--- src/rtl/alu_pkg.sv ---
// Shared ALU control codes, RV32I opcodes and the decoded-issue payload type.
package alu_pkg;

    localparam logic [3:0] ALU_ADD   = 4'h0;
    localparam logic [3:0] ALU_SUB   = 4'h1;
    localparam logic [3:0] ALU_XOR   = 4'h2;
    localparam logic [3:0] ALU_OR    = 4'h3;
    localparam logic [3:0] ALU_AND   = 4'h4;
    localparam logic [3:0] ALU_SLL   = 4'h5;
    localparam logic [3:0] ALU_SRL   = 4'h6;
    localparam logic [3:0] ALU_BEQ   = 4'h7;
    localparam logic [3:0] ALU_BNE   = 4'h8;
    localparam logic [3:0] ALU_SLT   = 4'h9;
    localparam logic [3:0] ALU_SRA   = 4'hA;
    localparam logic [3:0] ALU_AUIPC = 4'hB;
    localparam logic [3:0] ALU_BLT   = 4'hC;
    localparam logic [3:0] ALU_BGE   = 4'hD;
    localparam logic [3:0] ALU_JAL   = 4'hE;

    localparam logic [6:0] OPC_OP     = 7'b0110011;
    localparam logic [6:0] OPC_OP_IMM = 7'b0010011;
    localparam logic [6:0] OPC_LUI    = 7'b0110111;
    localparam logic [6:0] OPC_AUIPC  = 7'b0010111;
    localparam logic [6:0] OPC_BRANCH = 7'b1100011;
    localparam logic [6:0] OPC_JAL    = 7'b1101111;
    localparam logic [6:0] OPC_LOAD   = 7'b0000011;
    localparam logic [6:0] OPC_STORE  = 7'b0100011;

    localparam logic [6:0] FUNCT7_ALT = 7'b0100000;

    typedef struct packed {
        logic [31:0] in1;
        logic [31:0] in2;
        logic [3:0]  ctrl;
        logic [4:0]  rd;
        logic        reg_write;
        logic        mem_rd;
        logic        mem_wr;
        logic [31:0] store_data;
        logic        illegal;
    } issue_t;

endpackage

--- src/rtl/alu_issue_stage_decode.sv ---
// Combinational RV32I decode: ALU control code, operand selection, side-effect flags.
module alu_ctrl_decode
    import alu_pkg::*;
(
    input  logic [31:0] instr,
    input  logic [31:0] rs1_data,
    input  logic [31:0] rs2_data,
    output issue_t      dec
);

    logic [6:0]  opcode;
    logic [2:0]  funct3;
    logic [6:0]  funct7;
    logic        alt;
    logic [31:0] imm_i;
    logic [31:0] imm_s;
    logic [31:0] imm_j;
    logic [31:0] shamt;
    logic        bad;

    assign opcode = instr[6:0];
    assign funct3 = instr[14:12];
    assign funct7 = instr[31:25];
    assign alt    = (funct7 == FUNCT7_ALT);
    assign imm_i  = {{20{instr[31]}}, instr[31:20]};
    assign imm_s  = {{20{instr[31]}}, instr[31:25], instr[11:7]};
    assign imm_j  = {{12{instr[31]}}, instr[19:12], instr[20], instr[30:21], 1'b0};
    assign shamt  = {27'd0, instr[24:20]};

    always_comb begin
        dec = '0;
        bad = 1'b0;
        unique case (opcode)
            OPC_OP: begin
                dec.in1       = rs1_data;
                dec.in2       = rs2_data;
                dec.reg_write = 1'b1;
                // The alternate funct7 is only meaningful for SUB and SRA.
                if (funct7 != 7'd0 && !(alt && (funct3 == 3'b000 || funct3 == 3'b101)))
                    bad = 1'b1;
                unique case (funct3)
                    3'b000:         dec.ctrl = alt ? ALU_SUB : ALU_ADD;
                    3'b001:         dec.ctrl = ALU_SLL;
                    3'b010, 3'b011: dec.ctrl = ALU_SLT;
                    3'b100:         dec.ctrl = ALU_XOR;
                    3'b101:         dec.ctrl = alt ? ALU_SRA : ALU_SRL;
                    3'b110:         dec.ctrl = ALU_OR;
                    default:        dec.ctrl = ALU_AND;
                endcase
            end
            OPC_OP_IMM: begin
                dec.in1       = rs1_data;
                dec.in2       = imm_i;
                dec.reg_write = 1'b1;
                unique case (funct3)
                    3'b000:         dec.ctrl = ALU_ADD;
                    3'b001: begin
                        dec.ctrl = ALU_SLL;
                        dec.in2  = shamt;
                    end
                    3'b010, 3'b011: dec.ctrl = ALU_SLT;
                    3'b100:         dec.ctrl = ALU_XOR;
                    3'b101: begin
                        dec.ctrl = alt ? ALU_SRA : ALU_SRL;
                        dec.in2  = shamt;
                    end
                    3'b110:         dec.ctrl = ALU_OR;
                    default:        dec.ctrl = ALU_AND;
                endcase
            end
            OPC_LUI: begin
                dec.in2       = {instr[31:12], 12'd0};
                dec.reg_write = 1'b1;
            end
            OPC_AUIPC: begin
                dec.ctrl      = ALU_AUIPC;
                dec.in2       = {12'd0, instr[31:12]};
                dec.reg_write = 1'b1;
            end
            OPC_BRANCH: begin
                dec.in1 = rs1_data;
                dec.in2 = rs2_data;
                unique case (funct3)
                    3'b000:         dec.ctrl = ALU_BEQ;
                    3'b001:         dec.ctrl = ALU_BNE;
                    3'b100, 3'b110: dec.ctrl = ALU_BLT;
                    3'b101, 3'b111: dec.ctrl = ALU_BGE;
                    default:        bad      = 1'b1;
                endcase
            end
            OPC_JAL: begin
                dec.ctrl      = ALU_JAL;
                dec.in2       = imm_j;
                dec.reg_write = 1'b1;
            end
            OPC_LOAD: begin
                dec.in1       = rs1_data;
                dec.in2       = imm_i;
                dec.mem_rd    = 1'b1;
                dec.reg_write = 1'b1;
            end
            OPC_STORE: begin
                dec.in1        = rs1_data;
                dec.in2        = imm_s;
                dec.mem_wr     = 1'b1;
                dec.store_data = rs2_data;
            end
            default: bad = 1'b1;
        endcase

        if (bad) begin
            dec         = '0;
            dec.illegal = 1'b1;
        end
        dec.rd = dec.reg_write ? instr[11:7] : 5'd0;
    end

endmodule

--- src/rtl/alu_issue_stage.sv ---
// ID/EX issue register with valid/ready handshake and branch-flush squash.
// Optional performance counters are compiled in with ALU_ISSUE_PERF_EN.
module alu_issue_stage
    import alu_pkg::*;
#(
    parameter int XLEN = 32
`ifdef ALU_ISSUE_PERF_EN
    ,
    parameter int PERF_W = 32
`endif
) (
    input  logic            clk,
    input  logic            rst,
    input  logic            in_valid,
    output logic            in_ready,
    input  logic [31:0]     instr,
    input  logic [XLEN-1:0] pc_in,
    input  logic [XLEN-1:0] rs1_data,
    input  logic [XLEN-1:0] rs2_data,
    output logic            out_valid,
    input  logic            out_ready,
    output logic [XLEN-1:0] alu_in1,
    output logic [XLEN-1:0] alu_in2,
    output logic [3:0]      alu_ctrl,
    output logic [XLEN-1:0] alu_pc,
    output logic [4:0]      rd,
    output logic            reg_write,
    output logic            mem_rd,
    output logic            mem_wr,
    output logic [XLEN-1:0] store_data,
    output logic            illegal,
    input  logic            branch_taken
`ifdef ALU_ISSUE_PERF_EN
    ,
    output logic [PERF_W-1:0] perf_issued,
    output logic [PERF_W-1:0] perf_stall,
    output logic [PERF_W-1:0] perf_flush
`endif
);

    issue_t dec;
    issue_t q;
    logic   flush;

    alu_ctrl_decode u_decode (
        .instr    (instr),
        .rs1_data (rs1_data),
        .rs2_data (rs2_data),
        .dec      (dec)
    );

    assign in_ready = !out_valid || out_ready;
    assign flush    = out_valid && out_ready && branch_taken;

    // Flush only kills the incoming valid; the payload still loads and is ignored.
    always_ff @(posedge clk) begin
        if (rst) begin
            out_valid <= 1'b0;
            q         <= '0;
            alu_pc    <= '0;
        end else if (in_ready) begin
            out_valid <= in_valid && !flush;
            q         <= dec;
            alu_pc    <= pc_in;
        end
    end

    assign alu_in1    = q.in1;
    assign alu_in2    = q.in2;
    assign alu_ctrl   = q.ctrl;
    assign rd         = q.rd;
    assign reg_write  = q.reg_write;
    assign mem_rd     = q.mem_rd;
    assign mem_wr     = q.mem_wr;
    assign store_data = q.store_data;
    assign illegal    = q.illegal;

`ifdef ALU_ISSUE_PERF_EN
    always_ff @(posedge clk) begin
        if (rst) begin
            perf_issued <= '0;
            perf_stall  <= '0;
            perf_flush  <= '0;
        end else begin
            if (in_ready && in_valid && !flush)
                perf_issued <= perf_issued + 1'b1;
            if (out_valid && !out_ready)
                perf_stall <= perf_stall + 1'b1;
            if (flush)
                perf_flush <= perf_flush + 1'b1;
        end
    end
`endif

endmodule

--- config.mk ---
export PLATFORM = sky130hd
export DESIGN_NAME = alu_issue_stage
export DESIGN_NICKNAME = d
export VERILOG_FILES = /design/src/rtl/alu_pkg.sv /design/src/rtl/alu_issue_stage_decode.sv /design/src/rtl/alu_issue_stage.sv
export SDC_FILE = /design/constraint.sdc
export NUM_CORES = 1
export LEC_CHECK = 0
export CAP_MARGIN = 20
export CORE_UTILIZATION = 47
export CTS_BUF_LIST = sky130_fd_sc_hd__clkbuf_4 sky130_fd_sc_hd__clkbuf_8 sky130_fd_sc_hd__clkbuf_16
export DETAILED_ROUTE_END_ITERATION = 16
export PLACE_DENSITY = 0.83
export RECOVER_POWER = 50
export SYNTH_ARGS = -nofsm -noshare
export SYNTH_HDL_FRONTEND = slang
export SYNTH_HIERARCHICAL = 1
export SYNTH_SLANG_ARGS = --single-unit
export TNS_END_PERCENT = 50
--- constraint.sdc ---
create_clock -name clk -period 2.1 [get_ports clk]
set_input_delay 0.315 -clock clk [delete_from_list [all_inputs] [get_ports clk]]
set_output_delay 0.315 -clock clk [all_outputs]
set_load 0.005 [all_outputs]
==> metrics.md, run 1 <==
| Metric | Value |
|---|---|
| ANT nets after route | `0` |
| Initial Util | `48.0%` |
| Vias | `between 8k and 9k` |
| CP max FO | `35` |
| Setup WS post-layout | `0.0766 ns` |
| Fillers | `roughly 1.4k` |
| Syn_nets | `between 1k and 1.5k` |
| Post-synth EDFFs | `0` |
| Most frequent cell on the critical path | `o211ai_2` |
| Synth Warn # | `6` |
| CP bufs+invs | `3` |
| Sink Count | `142` |
| Slew headroom | `a little under two fifths` |
| TritonCTS Buffers | `17` |
| CTS Buffer Depth | `2` |
| Maximum vdd drop | `around 0.53 mV` |
| Worst setup EP type | `flop` |
| Remaining Overflow, GRT | `0` |
| Place WS | `-0.509 ns` |
| # port buffers | `between 200 and 300` |
| Placed cell area | `around 12,000 um^2` |
| P&R area growth vs syn | `45.9%` |
| DRC viols | `0` |
| Largest net degree at the start of global routing | `approximately 140` |
| Die Y | `between 100 and 150 um` |
| CTS H-Tree Depth | `4` |
| Worst path cell trace | `clkdlybuf4s50_1 -> buf_4 -> and4b_1 -> o211ai_2 -> o211ai_2 -> a311o_2 -> buf_12 -> nor3_2 -> nand2b_1 -> o21ai_0` |
| Post-synthesis cell type count | `51` |
| Post-Synthesis Cells | `roughly 930` |
| DIE AREA | `18,200 um^2` |
| WL/cell | `19.8 um` |
| Clock skew | `0.00723 ns` |
| Pre-Repair DR Iteration Count | `5` |
| HPWL after DPL | `a little under 20,000 um` |
| Die X | `135 um` |
| GRT Overall Usage | `between 30% and 40%` |
| Period utilisation layout | `96.4%` |
| Final Hold Fails | `0` |
| PwrDens | `around 550 nW/um^2` |
| Post-synthesis area per instance | `8.89 um^2` |
| Core ar. | `17,300 um^2` |
| Clock Root Buffer | `clkbuf_16` |
| Yosys reg bits | `around 140` |
| Ys async rst share | `0%` |
| Clock latency at the later pin of the worst-skew pair | `around 0.42 ns` |
| Type of the tightest min-delay check | `input pin to flop` |
| Maxcap violations | `0` |
| # IOs | `around 280` |
| Slowest CP cell | `clkdlybuf4s50_1` |
| Post-synth top area cell | `dfxtp_1` |
| Main area contributors after synthesis | `dfxtp_1 (34%), nand4bb_1 (19%), nand2b_1 (11%)` |
| Fin nets | `around 1.3k` |
| FP Rows | `48` |
| Initial antenna violation count | `0` |
| Crit path arrival time | `2.37 ns` |
| Antenna diodes | `0` |
| Ys flop type | `dfxtp_1` |
| Max Freq | `just under 500 MHz` |
| Setup CP Type | `input pin to flop` |
| Status | `finished, final reports clean` |
| Post-route cell area | `12,100 um^2` |
| Cell Area, Synth | `~8300 um^2` |
| Endpoints failing setup | `0` |
| Final WL | `approximately 28,000 um` |
| CTS Hold Buffers Added | `0` |
| Largest delay share family, worst path | `buffers and inverters` |
| Max Slew Vio Count | `0` |
| Wire length of the first global-routing pass | `between 40,000 and 50,000 um` |
| Top-area cell type share of the netlist area | `about 34%` |
| Worst Max-Slew Pin Slew | `0.938 ns` |
| Worst EP required | `approximately 2.4 ns` |
| Number of global-route vias before repair | `7,732` |
| Layout cells sized above 1 | `~13%` |
| Pwr Total | `roughly 6.7 mW` |
| Leakage | `4.46 nW` |
| TritonCTS clock tree | `done` |
| Type of origin of the critical path | `input pin` |
| Final Wtd Congestion | `between 0.9 and 1` |
| Min Tclk post-route | `2.02 ns` |
| Vias per cell | `a little under 6` |
| CP peak stage delay | `0.44 ns` |
| Clock transition at path regs | `around 0.06 ns` |
| Sequential-to-total area share from yosys stat | `about a third` |
| RSZ-0062 raised after global routing | `false` |
| DRT iter0 DRCs | `around 640` |
## worst min-delay path: cells and delay by family
kind / cells / cell delay [ns]
buffers and inverters: 2 / 0.18
AND/OR/NAND/NOR: 1 / 0.05
AO/OA/AOI/OAI: 1 / 0.05
## what timing repair did
item	in CTS	in global routing
pin swaps	2	3
hold endpoints to repair	0	0
setup endpoints to repair	11	16
gates resized for setup	5	4
buffers inserted	1	0
## state kept, by name, indices dropped and copies added (netlist names)
register,cells
illegal,1
mem_rd,1
alu_ctrl,4
rd,5
alu_in2,32
out_valid,1
reg_write,1
alu_pc,32
store_data,32
mem_wr,1
alu_in1,32
## cells by family (layout without fill, tap and decap cells)
| family | count (synthesis) | count (layout) | share of synthesized area, % |
|---|---|---|---|
| AND/OR/NAND/NOR | 441 | 441 | 40.6 |
| AO/OA/AOI/OAI | 235 | 235 | 18.1 |
| flip-flops | 142 | 142 | 34.2 |
| buffers and inverters | 112 | 389 | 6.60 |
| XOR/XNOR | 2 | 2 | 0.211 |
| multiplexers | 2 | 2 | 0.241 |
## final cells by class
type	count	area, um^2	area share, %
Tap cell	225	282	2.32
Timing Repair Buffer	354	3460	28.6
Sequential cell	142	2840	23.5
Multi-Input combinational cell	680	4940	40.8
Clock inverter	12	111	0.919
Clock buffer	19	458	3.78
Inverter	4	15.0	0.124
## power by group
group | leakage, nW | internal [mW] | switching (mW)
registers | 1.15 | 2.74 | 0.0258
logic | 3.03 | 0.550 | 0.453
clock network | 0.274 | 1.71 | 1.24
## per-layer routing
metal / track usage, % / vias up / part of all wire, %
li1: - / 3893 / -
met4: 14.3 / 0 / 3.5
met5: 0 / - / 0
met2: 50.8 / 368 / 48
met1: 37.7 / 3976 / 41
met3: 6.34 / 61 / 7.5
## cells in the final DEF (no fill, tap or decap), types with 13 or more instances in the layout
cell             synthesis  final
clkdlybuf4s50_1          0    159
nand2b_1               145    144
nand4bb_1              142    142
dfxtp_1                142    142
dlygate4sd3_1            0    109
o21ai_0                 66     90
and2_1                  70     70
buf_4                    8     69
o21ai_1                 82     58
nand2_1                 35     35
a22oi_1                 21     21
clkbuf_16                0     18
a22o_1                  18     18
a21oi_2                 17     17
nor2_1                  15     13
## synthesized netlist by cell type (all sizes together), types with 2 or more instances
master   number
a31oi        11
and2         70
o21ai       149
and3b         3
nand4bb     142
nand3         7
nand2        35
a21oi        20
clkbuf       77
inv           4
nor3          8
a22oi        21
o211ai        2
nand2b      146
a22o         18
nor2b         5
and4bb        2
xor2          2
mux2i         2
dfxtp       142
nor2         15
and3          3
a41oi         2
buf          31
## metrics by stage
step / setup TNS, ns / util [%] / hold WS [ns] / std cells
5_1_grt: 0 / 70.0 / 0.214 / 1436
4_1_cts: 0 / 70.0 / 0.196 / 1436
6_report: 0 / 70.0 / 0.221 / 1436
2_1_floorplan: 0 / - / 0.461 / 934
3_3_place_gp: -35.34 / 66.7 / 0.475 / 1404
3_5_place_dp: -37.30 / 66.7 / 0.480 / 1404
## path summary, 6_finish.rpt
path / slack [ns] / cells after the start / endpoint / startpoint
setup reg to reg: 0.34 / 3 / out_valid$_SDFFE_PP0P_ / out_valid$_SDFFE_PP0P_
setup / recovery: 0.08 / 10 / alu_ctrl[2]$_SDFFE_PP0P_ / instr[5]
hold reg to reg: 0.49 / 2 / alu_in1[20]$_SDFFE_PP0P_ / alu_in1[20]$_SDFFE_PP0P_
hold / removal: 0.22 / 4 / out_valid$_SDFFE_PP0P_ / out_ready
No activity file was read; power rests on OpenSTA's default activity.
==> inputs of run 2 (changes only) <==
Settings changed: SLEW_MARGIN set to 20.
==> results of run 2 <==
Final layout, timing and power as in run 1 (identical DEF).
